--- src/rtl/mem_arbiter_pkg.sv ---
// Shared types and constants for the unified-memory arbiter.
// Imported by the arbiter, its picker and the bench.
package mem_arbiter_pkg;

    typedef enum logic [1:0] {
        ST_IDLE   = 2'd0,
        ST_ACCESS = 2'd1,
        ST_RESP   = 2'd2
    } state_t;

    localparam int PORT_FETCH = 0;
    localparam int PORT_DATA  = 1;
    localparam int PORT_DBG   = 2;

    function automatic int rr_slot(input int base, input int off, input int n);
        return (base + off) % n;
    endfunction

endpackage

--- src/rtl/mem_arbiter_if.sv ---
// Requester and memory bus of the arbiter.
// master: the arbiter; slave: requesters plus memory.
interface mem_arbiter_if #(
    parameter int N_REQ  = 3,
    parameter int ADDR_W = 32,
    parameter int DATA_W = 32
);
    logic [N_REQ-1:0]        req_valid;
    logic [N_REQ-1:0]        req_we;
    logic [N_REQ-1:0]        req_lock;
    logic [N_REQ*ADDR_W-1:0] req_addr;
    logic [N_REQ*DATA_W-1:0] req_wdata;
    logic [N_REQ-1:0]        req_ready;
    logic [N_REQ-1:0]        resp_valid;
    logic [DATA_W-1:0]       resp_rdata;
    logic                    resp_err;
    logic                    mem_valid;
    logic                    mem_we;
    logic [ADDR_W-1:0]       mem_addr;
    logic [DATA_W-1:0]       mem_wdata;
    logic                    mem_ready;
    logic [DATA_W-1:0]       mem_rdata;

    modport master (
        input  req_valid, req_we, req_lock, req_addr, req_wdata,
        input  mem_ready, mem_rdata,
        output req_ready, resp_valid, resp_rdata, resp_err,
        output mem_valid, mem_we, mem_addr, mem_wdata
    );

    modport slave (
        output req_valid, req_we, req_lock, req_addr, req_wdata,
        output mem_ready, mem_rdata,
        input  req_ready, resp_valid, resp_rdata, resp_err,
        input  mem_valid, mem_we, mem_addr, mem_wdata
    );

endinterface

--- src/rtl/mem_arbiter_rr_pick.sv ---
// Combinational winner select: lock owner first,
// else round-robin scan starting after rr_ptr.
module mem_arbiter_rr_pick
    import mem_arbiter_pkg::*;
#(
    parameter int N_REQ = 3,
    parameter int IW    = $clog2(N_REQ)
) (
    input  logic [N_REQ-1:0] req,
    input  logic [IW-1:0]    rr_ptr,
    input  logic             lock_valid,
    input  logic [IW-1:0]    lock_owner,
    output logic [N_REQ-1:0] grant,
    output logic [IW-1:0]    idx,
    output logic             any
);

    always_comb begin
        int j;
        j     = 0;
        grant = '0;
        idx   = '0;
        any   = 1'b0;
        if (lock_valid && req[lock_owner]) begin
            grant[lock_owner] = 1'b1;
            idx               = lock_owner;
            any               = 1'b1;
        end else begin
            for (int i = 1; i <= N_REQ; i++) begin
                j = rr_slot(int'(rr_ptr), i, N_REQ);
                if (!any && req[j]) begin
                    grant[j] = 1'b1;
                    idx      = IW'(j);
                    any      = 1'b1;
                end
            end
        end
    end

endmodule

--- src/rtl/mem_arbiter.sv ---
// Round-robin arbiter sharing one memory between N_REQ
// requesters, one access in flight, with lock and watchdog.
module mem_arbiter
    import mem_arbiter_pkg::*;
#(
    parameter int ADDR_W  = 32,
    parameter int DATA_W  = 32,
    parameter int N_REQ   = 3,
    parameter int TIMEOUT = 16,
    parameter int IW      = $clog2(N_REQ)
) (
    input  logic           clk,
    input  logic           reset,
    mem_arbiter_if.master  bus,
    output logic [IW-1:0]  grant_id,
    output logic           busy
);

    localparam int CW = $clog2(TIMEOUT);

    state_t              state, state_n;
    logic [IW-1:0]       rr_ptr;
    logic [IW-1:0]       lock_owner;
    logic                lock_valid;
    logic [CW-1:0]       cnt;
    logic [N_REQ-1:0]    win_oh;
    logic [IW-1:0]       win_idx;
    logic                win_any;
    logic [ADDR_W-1:0]   sel_addr;
    logic [DATA_W-1:0]   sel_wdata;
    logic                sel_we;
    logic                sel_lock;
    logic [ADDR_W-1:0]   addr_q;
    logic [DATA_W-1:0]   wdata_q;
    logic                we_q;
    logic [DATA_W-1:0]   rdata_q;
    logic                err_q;

    mem_arbiter_rr_pick #(.N_REQ(N_REQ)) u_rr_pick (
        .req        (bus.req_valid),
        .rr_ptr     (rr_ptr),
        .lock_valid (lock_valid),
        .lock_owner (lock_owner),
        .grant      (win_oh),
        .idx        (win_idx),
        .any        (win_any)
    );

    always_comb begin
        sel_addr  = '0;
        sel_wdata = '0;
        sel_we    = 1'b0;
        sel_lock  = 1'b0;
        for (int i = 0; i < N_REQ; i++) begin
            if (win_oh[i]) begin
                sel_addr  = bus.req_addr[i*ADDR_W +: ADDR_W];
                sel_wdata = bus.req_wdata[i*DATA_W +: DATA_W];
                sel_we    = bus.req_we[i];
                sel_lock  = bus.req_lock[i];
            end
        end
    end

    always_comb begin
        state_n = state;
        unique case (state)
            ST_IDLE:   if (win_any) state_n = ST_ACCESS;
            ST_ACCESS: begin
                if (bus.mem_ready || cnt == CW'(TIMEOUT - 1))
                    state_n = ST_RESP;
            end
            ST_RESP:   state_n = ST_IDLE;
            default:   state_n = ST_IDLE;
        endcase
    end

    // Accept only in IDLE; an asserted reset masks the picker too.
    always_comb begin
        bus.req_ready = '0;
        bus.resp_valid = '0;
        if (state == ST_IDLE && reset)
            bus.req_ready = win_oh;
        for (int i = 0; i < N_REQ; i++)
            bus.resp_valid[i] = (state == ST_RESP) && (grant_id == IW'(i));
    end

    assign bus.mem_valid  = (state == ST_ACCESS);
    assign bus.mem_we     = we_q;
    assign bus.mem_addr   = addr_q;
    assign bus.mem_wdata  = wdata_q;
    assign bus.resp_rdata = rdata_q;
    assign bus.resp_err   = err_q;
    assign busy           = (state != ST_IDLE);

    always_ff @(posedge clk or negedge reset) begin
        if (!reset) begin
            state      <= ST_IDLE;
            rr_ptr     <= IW'(N_REQ - 1);
            lock_owner <= '0;
            lock_valid <= 1'b0;
            cnt        <= '0;
            grant_id   <= '0;
            addr_q     <= '0;
            wdata_q    <= '0;
            we_q       <= 1'b0;
            rdata_q    <= '0;
            err_q      <= 1'b0;
        end else begin
            state <= state_n;
            unique case (state)
                ST_IDLE: begin
                    cnt <= '0;
                    if (win_any) begin
                        addr_q     <= sel_addr;
                        wdata_q    <= sel_wdata;
                        we_q       <= sel_we;
                        grant_id   <= win_idx;
                        rr_ptr     <= win_idx;
                        lock_valid <= sel_lock;
                        lock_owner <= win_idx;
                    end else begin
                        lock_valid <= 1'b0;
                    end
                end
                ST_ACCESS: begin
                    if (bus.mem_ready) begin
                        rdata_q <= bus.mem_rdata;
                        err_q   <= 1'b0;
                        cnt     <= '0;
                    end else if (cnt == CW'(TIMEOUT - 1)) begin
                        rdata_q <= '0;
                        err_q   <= 1'b1;
                        cnt     <= '0;
                    end else begin
                        cnt <= cnt + 1'b1;
                    end
                end
                default: cnt <= '0;
            endcase
        end
    end

endmodule

--- src/flat_wrapper.sv ---
// flat-port wrapper written by rule: the top's interface ports become plain ports
module mem_arbiter_flat import mem_arbiter_pkg::*;
#(
    parameter int ADDR_W  = 32,
    parameter int DATA_W  = 32,
    parameter int N_REQ   = 3,
    parameter int TIMEOUT = 16,
    parameter int IW      = $clog2(N_REQ)
)
  (clk, reset, grant_id, busy, bus_req_valid, bus_req_we, bus_req_lock, bus_req_addr, bus_req_wdata, bus_mem_ready, bus_mem_rdata, bus_req_ready, bus_resp_valid, bus_resp_rdata, bus_resp_err, bus_mem_valid, bus_mem_we, bus_mem_addr, bus_mem_wdata);
  mem_arbiter_if #(.N_REQ(N_REQ), .ADDR_W(ADDR_W), .DATA_W(DATA_W)) bus_i ();
  input  logic clk;
  input  logic reset;
  output logic [IW-1:0] grant_id;
  output logic busy;
  input wire logic [$bits(bus_i.req_valid)-1:0] bus_req_valid;
  input wire logic [$bits(bus_i.req_we)-1:0] bus_req_we;
  input wire logic [$bits(bus_i.req_lock)-1:0] bus_req_lock;
  input wire logic [$bits(bus_i.req_addr)-1:0] bus_req_addr;
  input wire logic [$bits(bus_i.req_wdata)-1:0] bus_req_wdata;
  input wire logic [$bits(bus_i.mem_ready)-1:0] bus_mem_ready;
  input wire logic [$bits(bus_i.mem_rdata)-1:0] bus_mem_rdata;
  output wire logic [$bits(bus_i.req_ready)-1:0] bus_req_ready;
  output wire logic [$bits(bus_i.resp_valid)-1:0] bus_resp_valid;
  output wire logic [$bits(bus_i.resp_rdata)-1:0] bus_resp_rdata;
  output wire logic [$bits(bus_i.resp_err)-1:0] bus_resp_err;
  output wire logic [$bits(bus_i.mem_valid)-1:0] bus_mem_valid;
  output wire logic [$bits(bus_i.mem_we)-1:0] bus_mem_we;
  output wire logic [$bits(bus_i.mem_addr)-1:0] bus_mem_addr;
  output wire logic [$bits(bus_i.mem_wdata)-1:0] bus_mem_wdata;
  assign bus_i.req_valid = bus_req_valid;
  assign bus_i.req_we = bus_req_we;
  assign bus_i.req_lock = bus_req_lock;
  assign bus_i.req_addr = bus_req_addr;
  assign bus_i.req_wdata = bus_req_wdata;
  assign bus_i.mem_ready = bus_mem_ready;
  assign bus_i.mem_rdata = bus_mem_rdata;
  assign bus_req_ready = bus_i.req_ready;
  assign bus_resp_valid = bus_i.resp_valid;
  assign bus_resp_rdata = bus_i.resp_rdata;
  assign bus_resp_err = bus_i.resp_err;
  assign bus_mem_valid = bus_i.mem_valid;
  assign bus_mem_we = bus_i.mem_we;
  assign bus_mem_addr = bus_i.mem_addr;
  assign bus_mem_wdata = bus_i.mem_wdata;
  mem_arbiter #(.ADDR_W(ADDR_W), .DATA_W(DATA_W), .N_REQ(N_REQ), .TIMEOUT(TIMEOUT), .IW(IW)) u_core (.clk(clk), .reset(reset), .bus(bus_i), .grant_id(grant_id), .busy(busy));
endmodule
--- config.mk ---
export PLATFORM = sky130hd
export DESIGN_NAME = mem_arbiter_flat
export DESIGN_NICKNAME = d
export VERILOG_FILES = /design/src/rtl/mem_arbiter_pkg.sv /design/src/rtl/mem_arbiter_if.sv /design/src/rtl/mem_arbiter_rr_pick.sv /design/src/rtl/mem_arbiter.sv /design/src/flat_wrapper.sv
export SDC_FILE = /design/constraint.sdc
export NUM_CORES = 1
export LEC_CHECK = 0
export CORE_AREA = 2 2 134 136
export CTS_CLUSTER_DIAMETER = 50
export CTS_CLUSTER_SIZE = 24
export DETAILED_ROUTE_END_ITERATION = 10
export DIE_AREA = 0 0 136 138
export GPL_TIMING_DRIVEN = 1
export PLACE_DENSITY = 0.7
export REMOVE_ABC_BUFFERS = 1
export SKIP_LAST_GASP = 1
export SLEW_MARGIN = 25
export SYNTH_ARGS = -nofsm -noshare
export SYNTH_HDL_FRONTEND = slang
export SYNTH_HIERARCHICAL = 1
export SYNTH_SLANG_ARGS = --single-unit
--- constraint.sdc ---
create_clock -name clk -period 5.6 [get_ports clk]
set_input_delay 0.84 -clock clk [delete_from_list [all_inputs] [get_ports clk]]
set_output_delay 0.84 -clock clk [all_outputs]
set_load 0.01 [all_outputs]
# Word-level counts from Yosys, hierarchy flattened
# Index checks and enable logic that the tools add are counted.
# Widths: inputs -> output; s select.
[totals]
register_bits = 109
latch_bits = 0
mem_bits_rw = 0
romBits = 0
inputBits = 236
output_inout_bits = 108
word_cells = 114
memories = 0
[classes]
n_addsub = 4
multipliers = 0
div = 3
order_cmp = 8
eq_ne = 7
shift = 0
n_mux = 59
n_bitwise = 2
n_reduce_logical = 21
[ops]
columns = ["op", "count"]
rows = [
  ["$mux 32", 8],
  ["$ge 32x1->1 const B", 3],
  ["$lt 32x4->1 const B", 3],
  ["$mod 32x3->32 const B", 3],
  ["$mux 1", 26],
  ["$mux 3", 7],
  ["$mux 2", 6],
  ["$mux 4", 3],
  ["$logic_and 1x1->1", 11],
  ["$bmux 1 s2", 4],
  ["$demux 1 s2", 4],
  ["$add 2x2->3 const B", 2],
  ["$or 3x3->3", 2],
  ["$reduce_and 2->1", 3],
  ["$add 4x1->4 const B", 1],
  ["$eq 2x1->1 const B", 2],
  ["$eq 2x2->1 const B", 2],
  ["$eq 4x4->1 const B", 1],
  ["$logic_not 2->1", 2],
  ["$pmux 2 s2", 1],
  ["$reduce_bool 2->1", 2],
  ["$add 2x1->3 const B", 1],
  ["$lt 2x3->1 const B", 1],
  ["$ge 2x1->1 const B", 1],
  ["4 further kinds", 5],
]

# Longest topological paths before layout
# Gate-level depths: netlist of run 1.
[depth]
word_depth = 19
depth_mapped = 12
ltp_nobuf = 9

# By module
# Netlist of run 1, hierarchy kept.
[modules_own_cells]
columns = ["module", "instances", "cells_each", "area_per_inst_um2"]
rows = [
  ["mem_arbiter", 1, 425, 4982.3],
  ["mem_arbiter_rr_pick", 1, 52, 359.1],
]

# Worst setup path before layout of run 1
# Ideal clock, no wire load.
[synth_timing]
kind = "flip-flop to output port"
startpoint = "register u_core.rr_ptr[0]"
endpoint = "output port bus_req_ready[2]"
arrival_ns = 2.861
required_time_ns = 4.760
path_slack_ns = 1.899
stages_incl_launch_ff = 11
n_path_buf = 3
cell_sequence = "dfrtp_1 inv_1 ha_1 mux2_4 a222oi_1 and3b_1 o2bb2ai_1 clkbuf_1 buf_2 clkbuf_1 and3_1"
[synth_via]
elab_chain_cells = 16
elab_cells_between_ends = 47
classes_between = "3 x add/sub; 3 x div; 6 x order compare; 26 x mux; 2 x bitwise; 7 x reduce/logical"
[synth_lines]
columns = ["element", "line", "source"]
rows = [
  ["start, declared", "mem_arbiter.sv:22", "logic [IW-1:0] rr_ptr;"],
  ["start signal, assigned", "mem_arbiter.sv:98", "rr_ptr <= IW'(N_REQ - 1);"],
  ["start signal, assigned", "mem_arbiter.sv:118", "rr_ptr <= win_idx;"],
  ["branches (longest 13 deep; another with $mod 32x3->32)", "n/a", ""],
  ["$mux 3 *", "mem_arbiter_rr_pick.sv:31", "if (!any && req[j]) begin"],
  ["$mux 3 *", "mem_arbiter_rr_pick.sv:24", "if (lock_valid && req[lock_owner]) begin"],
  ["via u_core.win_oh[2]", "mem_arbiter.sv:26", "logic [N_REQ-1:0] win_oh;"],
  ["$mux 3 *", "mem_arbiter.sv:81", "if (state == ST_IDLE && reset)"],
  ["end, declared", "flat_wrapper.sv:23", "output wire logic [$bits(bus_i.req_ready)-1:0] bus_req_ready;"],
]
# Mark *: on every way through the listed nets, which the timed path passes. The select of a mux whose other input is x is not followed.

# Final worst setup path of run 1
[layout_timing]
startpoint = "register u_core.rr_ptr[0]"
endpoint = "register u_core.wdata_q[30], in the netlist u_core/bus.mem_wdata[30]"
[layout_via]
elab_cells_between_ends = 52
classes_between = "3 x add/sub; 3 x div; 6 x order compare; 30 x mux; 2 x bitwise; 8 x reduce/logical"
[layout_lines]
columns = ["element", "line", "source"]
rows = [
  ["branches (longest 13 deep; another with $mod 32x3->32)", "n/a", ""],
  ["$mux 3 *", "mem_arbiter_rr_pick.sv:31", ""],
  ["$mux 3 *", "mem_arbiter_rr_pick.sv:24", ""],
  ["via u_core.win_oh[2]", "mem_arbiter.sv:26", ""],
  ["$mux 32 *", "mem_arbiter.sv:55", "if (win_oh[i]) begin"],
  ["end signal, assigned", "mem_arbiter.sv:115", "wdata_q <= sel_wdata;"],
  ["end, declared", "mem_arbiter.sv:34", "logic [DATA_W-1:0] wdata_q;"],
]
# Marked as above.
# A chain may end at the register's enable or synchronous reset.

==> results_dict.tcl, run 1 <==
set metrics [dict create \
    status "finished, final reports clean" \
    arrival_ns 5.00 \
    die_h_microns 138 \
    syn_inst 477 \
    drive_gt1_share_pct 5.436 \
    synth_top_area_share_pct 50.13 \
    cp-end-kind "flop" \
    tightest_slew_ns 0.9073 \
    worst_hold_slack_ns 0.4899 \
    ys_async_sr_fraction_pct 100.0 \
    drc 0 \
    io_buffers 343 \
    path_max_fanout 67 \
    cp_num_buf_inv 3 \
    via_per_inst 5.566 \
    pre_cts_slack_ns 1.041 \
    worst-r2r-cell-count 10 \
    drt_iter0_drc 332 \
    synth.yosys.seq_area_share_pct 50.62 \
    synth_area_sq_um 5341 \
    power.density_nw_per_um2 569.7 \
    die_w_microns 136 \
    dpl.hpwl_microns 15500 \
    grt_first_pass_wirelength_microns 32490 \
    rsz0062_at_grt "no" \
    total_power_mw 5.241 \
    design_area_sq_um 9199 \
    slew_headroom_pct 39.52 \
    hold_class "primary input to async pin" \
    htree_levels 3 \
    cp-endpoint "u_core/bus.mem_wdata[30]" \
    nFillCells 1540 \
    synth_cell_types 45 \
    ys_warn_count 6 \
    synth.mux.area_fraction_pct 1.499 \
    grt_max_degree 68 \
    syn_avg_cell_area_sq_um 11.20 \
    setup_viol_count_final 0 \
    cp.depth 10 \
    irDropWorstVdd_v 0.0002939 \
    fmax_ghz 0.2085 \
    synth_xor_xnor_area_share_pct 0.1640 \
    ctsHoldBuffers 0 \
    synth_edf_count 0 \
    synth-compound-area-share_pct 36.57 \
    slowest_stage "clkinv_2" \
    synth_adder_area_share_pct 1.171 \
    place_inst 1004 \
    min_period_ns 4.796 \
    fin_crit_sh_pct 85.65 \
    leakagePower_nw 3.559 \
    start_kind "flop" \
    final_cells 1020 \
    clk_pin_slew_ns 0.07 \
    crit_start "u_core/rr_ptr[0]" \
    grt_usage_pct 22.00 \
    reg2reg_slack_ns 0.80 \
    post_cts_resize_count 0 \
    start_util_pct 30.46 \
    finalWorstSetupSlack_ns 0.8038 \
    routedWlPerCell_microns 21.00 \
    seqCellArea_sq_um 2704 \
    synth_seq_cells 108 \
    r2r-end "u_core/bus.mem_wdata[30]" \
    antenna_cells 0 \
    synth.area.top_cells "dfrtp_1 50%, o2bb2ai_1 11%, a221oi_1 11%" \
    drtAntennaViolNets 0 \
    cts-buffers-inserted 9 \
    wirelength_microns 21420 \
    synthToLayoutAreaGrowth_pct 72.22 \
    max_stage_delay_ns 0.90 \
    nets 1027 \
    reg2reg_from "u_core/rr_ptr[0]" \
    rows 49 \
    slew_viol_final 0 \
    synth_top_family_by_area "compound AO/OA/AOI/OAI gates" \
    required_ns 5.81 \
    path_class "flop to flop" \
    overflow 0 \
    grt_pass1_vias 5994 \
    postCtsSetupBuffers 0 \
    multi_input_area_sq_um 2379 \
    clockBufferDepth 2 \
    root_buffer "clkbuf_16" \
    clock_latency_ns 0.35 \
    gp_congestion 0.9536 \
    yosysTopAreaCell "dfrtp_1" \
    antenna_found_initial 0 \
    cts.sinks 108 \
    io_pins 344 \
    cts_tree "yes" \
    core-area_sq_um 17530 \
    ys.flop_type "dfrtp_1" \
    final_hold_viol_count 0 \
    vias 5677 \
    maxCapViolCount 0 \
    fin_skew_ns 0.01467 \
    fp.dieArea_sq_um 18770 \
    crit_family "buffers and inverters" \
    path_cells "inv_1 > ha_1 > mux2_4 > a222oi_1 > and3b_1 > o2bb2ai_4 > buf_4 > clkinv_2 > o21ai_0 > o2bb2ai_1" \
    synth-simple-area-share_pct 4.052 \
    firstDrtPassIters 7 \
    place_area_sq_um 8909 \
]
-- sequential cells by signal, summed over array words and instances, names as in the netlist --
name and cells:
u_core/bus.mem_addr 32, u_core/bus.mem_wdata 32, u_core/bus.resp_rdata 32, u_core/cnt 4
u_core/rr_ptr 2, u_core/state 2, u_core/bus.mem_we 1, u_core/bus.resp_err 1
u_core/lock_owner 1, u_core/lock_valid 1
-- logic make-up (layout without fill, tap and decap cells) --
logic type,Yosys count,in the layout
DFF,108,108
muxes,7,7
xor gates and xnor gates,1,1
adders and majority gates,5,5
buffers and inverters,66,380
AOI/OAI and AO/OA,257,257
and+or+nand+nor,33,33
-- metal layers --
| metal | global-route usage (%) | up-vias | share of wire, % |
|---|---|---|---|
| li1 | - | 2533 | - |
| met1 | 26.49 | 2806 | 39 |
| met2 | 37.58 | 282 | 51 |
| met3 | 5.097 | 56 | 6.8 |
| met4 | 9.046 | 0 | 3.6 |
| met5 | 0 | - | 0 |
-- worst min path at each step --
stage                                        start                  endpoint
final                                        reset  u_core/bus.resp_rdata[5]
after global routing      u_core/bus.mem_wdata[21]  u_core/bus.mem_wdata[21]
after CTS                  u_core/bus.mem_wdata[3]   u_core/bus.mem_wdata[3]
after detailed placement   u_core/bus.mem_wdata[3]   u_core/bus.mem_wdata[3]
after global placement    u_core/bus.mem_wdata[16]  u_core/bus.mem_wdata[16]
after floorplan                      u_core/cnt[0]             u_core/cnt[0]
-- power breakdown --
| part | switching, mW | internal (mW) | total [mW] |
|---|---|---|---|
| clock network | 0.298 | 0.328 | 0.625 |
| registers | 0.242 | 1.15 | 1.39 |
| logic | 1.72 | 1.50 | 3.22 |
-- cells in the mapped netlist (2+ instances only) --
cell       count
ha_1           5
nor2_1         5
inv_1         12
buf_4          2
a22o_1        33
a2bb2oi_1      3
nand3b_1       2
nand2b_1       2
clkbuf_1      27
dfrtp_1      107
o2bb2ai_1     68
nand2_1        5
nor4bb_1       2
buf_2         18
mux2_2         4
mux2i_1        2
o31ai_1        2
a21oi_1        7
a221oi_1      66
a222oi_1       2
o21ai_0       71
nor2b_1        2
buf_6          5
and3_1         4
-- stage by stage --
stage	setup TNS (ns)	utilization (%)
floorplan	-85.34	-
global placement	0	50.76
detailed placement	0	50.81
CTS	0	52.45
global route	0	52.46
finish	0	52.46
-- layout by cell type, fill, tap and decap left out, types with 4 or more instances in the layout --
master,instances
a21oi_1,6
a221oi_1,66
a22o_1,33
and3_1,4
buf_4,9
clkbuf_16,9
clkdlybuf4s50_1,342
dfrtp_1,107
ha_1,5
inv_1,11
mux2_2,4
nand2_1,4
nor2_1,5
o21ai_0,71
o2bb2ai_1,67
-- cell type report --
cell class | instances | area share, %
clock buffers | 11 | 2.748
clock inverters | 5 | 0.3945
inverters | 13 | 0.5441
multi-input cells | 303 | 25.86
flip-flops and latches | 108 | 29.39
well taps | 229 | 3.115
repair buffers | 351 | 37.95
No activity file was read; power rests on OpenSTA's default activity.
==> run 2: changes to the inputs <==
CORE_AREA = 2 2 132 134   (was 2 2 134 136)
CTS_BUF_LIST = sky130_fd_sc_hd__clkbuf_2   (was unset)
DIE_AREA = 0 0 134 136   (was 0 0 136 138)
PLACE_DENSITY = 0.72   (was 0.7)
==> run 2 against run 1 <==
Compared with the run above: die area is 2.9% lower; clock power is 45% lower; global-route usage is 0.71 points higher; highest routed layer unchanged; via count is 0.41% higher.
==> results_dict.tcl, run 2 (synthesis results as in run 1) <==
set metrics [dict create \
    fmax_ghz 0.2039 \
    fin_crit_sh_pct 87.59 \
    path_class "flop to flop" \
    path_cells "inv_1 > ha_1 > mux2_2 > a222oi_1 > and3b_1 > o2bb2ai_4 > buf_4 > clkinv_2 > o21ai_0 > o2bb2ai_1" \
    clk_pin_slew_ns 0.33 \
    cts-buffers-inserted 9 \
    arrival_ns 5.43 \
    rsz0062_at_grt "no" \
    drc 0 \
    postCtsSetupBuffers 0 \
    design_area_sq_um 8997 \
    setup_viol_count_final 0 \
    status "finished, final reports clean" \
    die_w_microns 134 \
    ctsHoldBuffers 0 \
    leakagePower_nw 3.468 \
    rows 48 \
    grt_first_pass_wirelength_microns 32370 \
    irDropWorstVdd_v 0.0003538 \
    seqCellArea_sq_um 2704 \
    drive_gt1_share_pct 5.196 \
    final_cells 1016 \
    dpl.hpwl_microns 15090 \
    io_buffers 343 \
    start_util_pct 31.65 \
    hold_class "primary input to async pin" \
    grt_pass1_vias 5888 \
    place_area_sq_um 8896 \
    crit_family "buffers and inverters" \
    tightest_slew_ns 0.9393 \
    final_common_cell "clkdlybuf4s50_1" \
    cts.sinks 108 \
    final_cell_mix "342 x clkdlybuf4s50_1, 107 x dfrtp_1, 71 x o21ai_0, 67 x o2bb2ai_1, 66 x a221oi_1" \
    final_hold_viol_count 0 \
    overflow 0 \
    antenna_found_initial 2 \
    tns_ns 0 \
    post_cts_resize_count 0 \
    grt_usage_pct 22.72 \
    drt_iter0_drc 457 \
    clockBufferDepth 2 \
    io_pins 344 \
    slew_headroom_pct 37.38 \
    die_h_microns 136 \
    synthToLayoutAreaGrowth_pct 68.45 \
    cp-end-kind "flop" \
    drtAntennaViolNets 0 \
    maxCapViolCount 0 \
    root_buffer "clkbuf_2" \
    start_kind "flop" \
    routedWlPerCell_microns 21.11 \
    htree_levels 3 \
    fin_skew_ns 0.04491 \
    cts_tree "yes" \
    path_max_fanout 67 \
    clock_latency_ns 0.64 \
    place_inst 999 \
    core-area_sq_um 16880 \
    multi_input_area_sq_um 2379 \
    gp_congestion 0.8848 \
    nFillCells 1472 \
    slew_viol_final 0 \
    cp_num_buf_inv 3 \
    min_period_ns 4.905 \
    fp.dieArea_sq_um 18220 \
    grt_max_degree 69 \
    via_per_inst 5.610 \
    firstDrtPassIters 5 \
    max_stage_delay_ns 0.93 \
    wirelength_microns 21450 \
    slowest_stage "clkinv_2" \
    required_ns 6.12 \
    vias 5700 \
    nets 1026 \
    power.density_nw_per_um2 544.9 \
]
-- run 2: worst paths after layout --
check | to | from | slack, ns | cells after the start
worst max-delay path | u_core/bus.mem_wdata[5] | u_core/rr_ptr[0] | 0.69 | 10
worst min-delay path | u_core/bus.resp_rdata[12] | reset | 0.16 | 1
max in group asynchronous | u_core/bus.mem_wdata[22] | reset | 4.12 | 2
min in group clk | u_core/bus.mem_addr[21] | u_core/bus.mem_addr[21] | 0.53 | 1
worst max register to register | u_core/bus.mem_wdata[5] | u_core/rr_ptr[0] | 0.69 | 10
worst min register to register | u_core/bus.mem_addr[21] | u_core/bus.mem_addr[21] | 0.53 | 1
-- run 2: stage by stage --
stage / total power [mW] / hold slack [ns] / util (%) / setup WS (ns)
finish: 4.902 / 0.1634 / 53.31 / 0.6950
global route: 5.231 / 0.1462 / 53.31 / 0.4112
CTS: 4.908 / 0.1391 / 53.28 / 0.9539
detailed placement: 4.547 / 0.4735 / 52.71 / 1.047
global placement: 4.433 / 0.4718 / 52.67 / 1.255
floorplan: 3.055 / 0.4596 / - / -1.392
-- run 2: layer usage --
layer  vias up  GRT usage [%]  part of all wire (%)
li1       2538              -                     -
met2       309          38.69                    50
met5         -              0                     0
met4         0          7.683                   2.3
met3        37          5.295                   7.9
met1      2816          28.44                    39
-- run 2: area by class of cell --
| class | instances | share of cell area (%) |
|---|---|---|
| multi-input cells | 303 | 26.44 |
| inverters | 13 | 0.5563 |
| clock buffers | 9 | 0.5006 |
| repair buffers | 350 | 38.72 |
| well taps | 225 | 3.129 |
| diodes | 2 | 0.05563 |
| clock inverters | 6 | 0.5563 |
| flip-flops and latches | 108 | 30.05 |
-- run 2: where the power goes --
group	internal, mW	switching, mW	leakage, nW
clock network	0.0624	0.281	0.0603
registers	1.14	0.243	1.36
logic	1.50	1.68	2.05
==> run 3: changes to the inputs <==
TNS_END_PERCENT = 1   (was unset)
==> results of run 3 <==
Same layout as run 2: the final DEF is identical, and so are final timing and power.
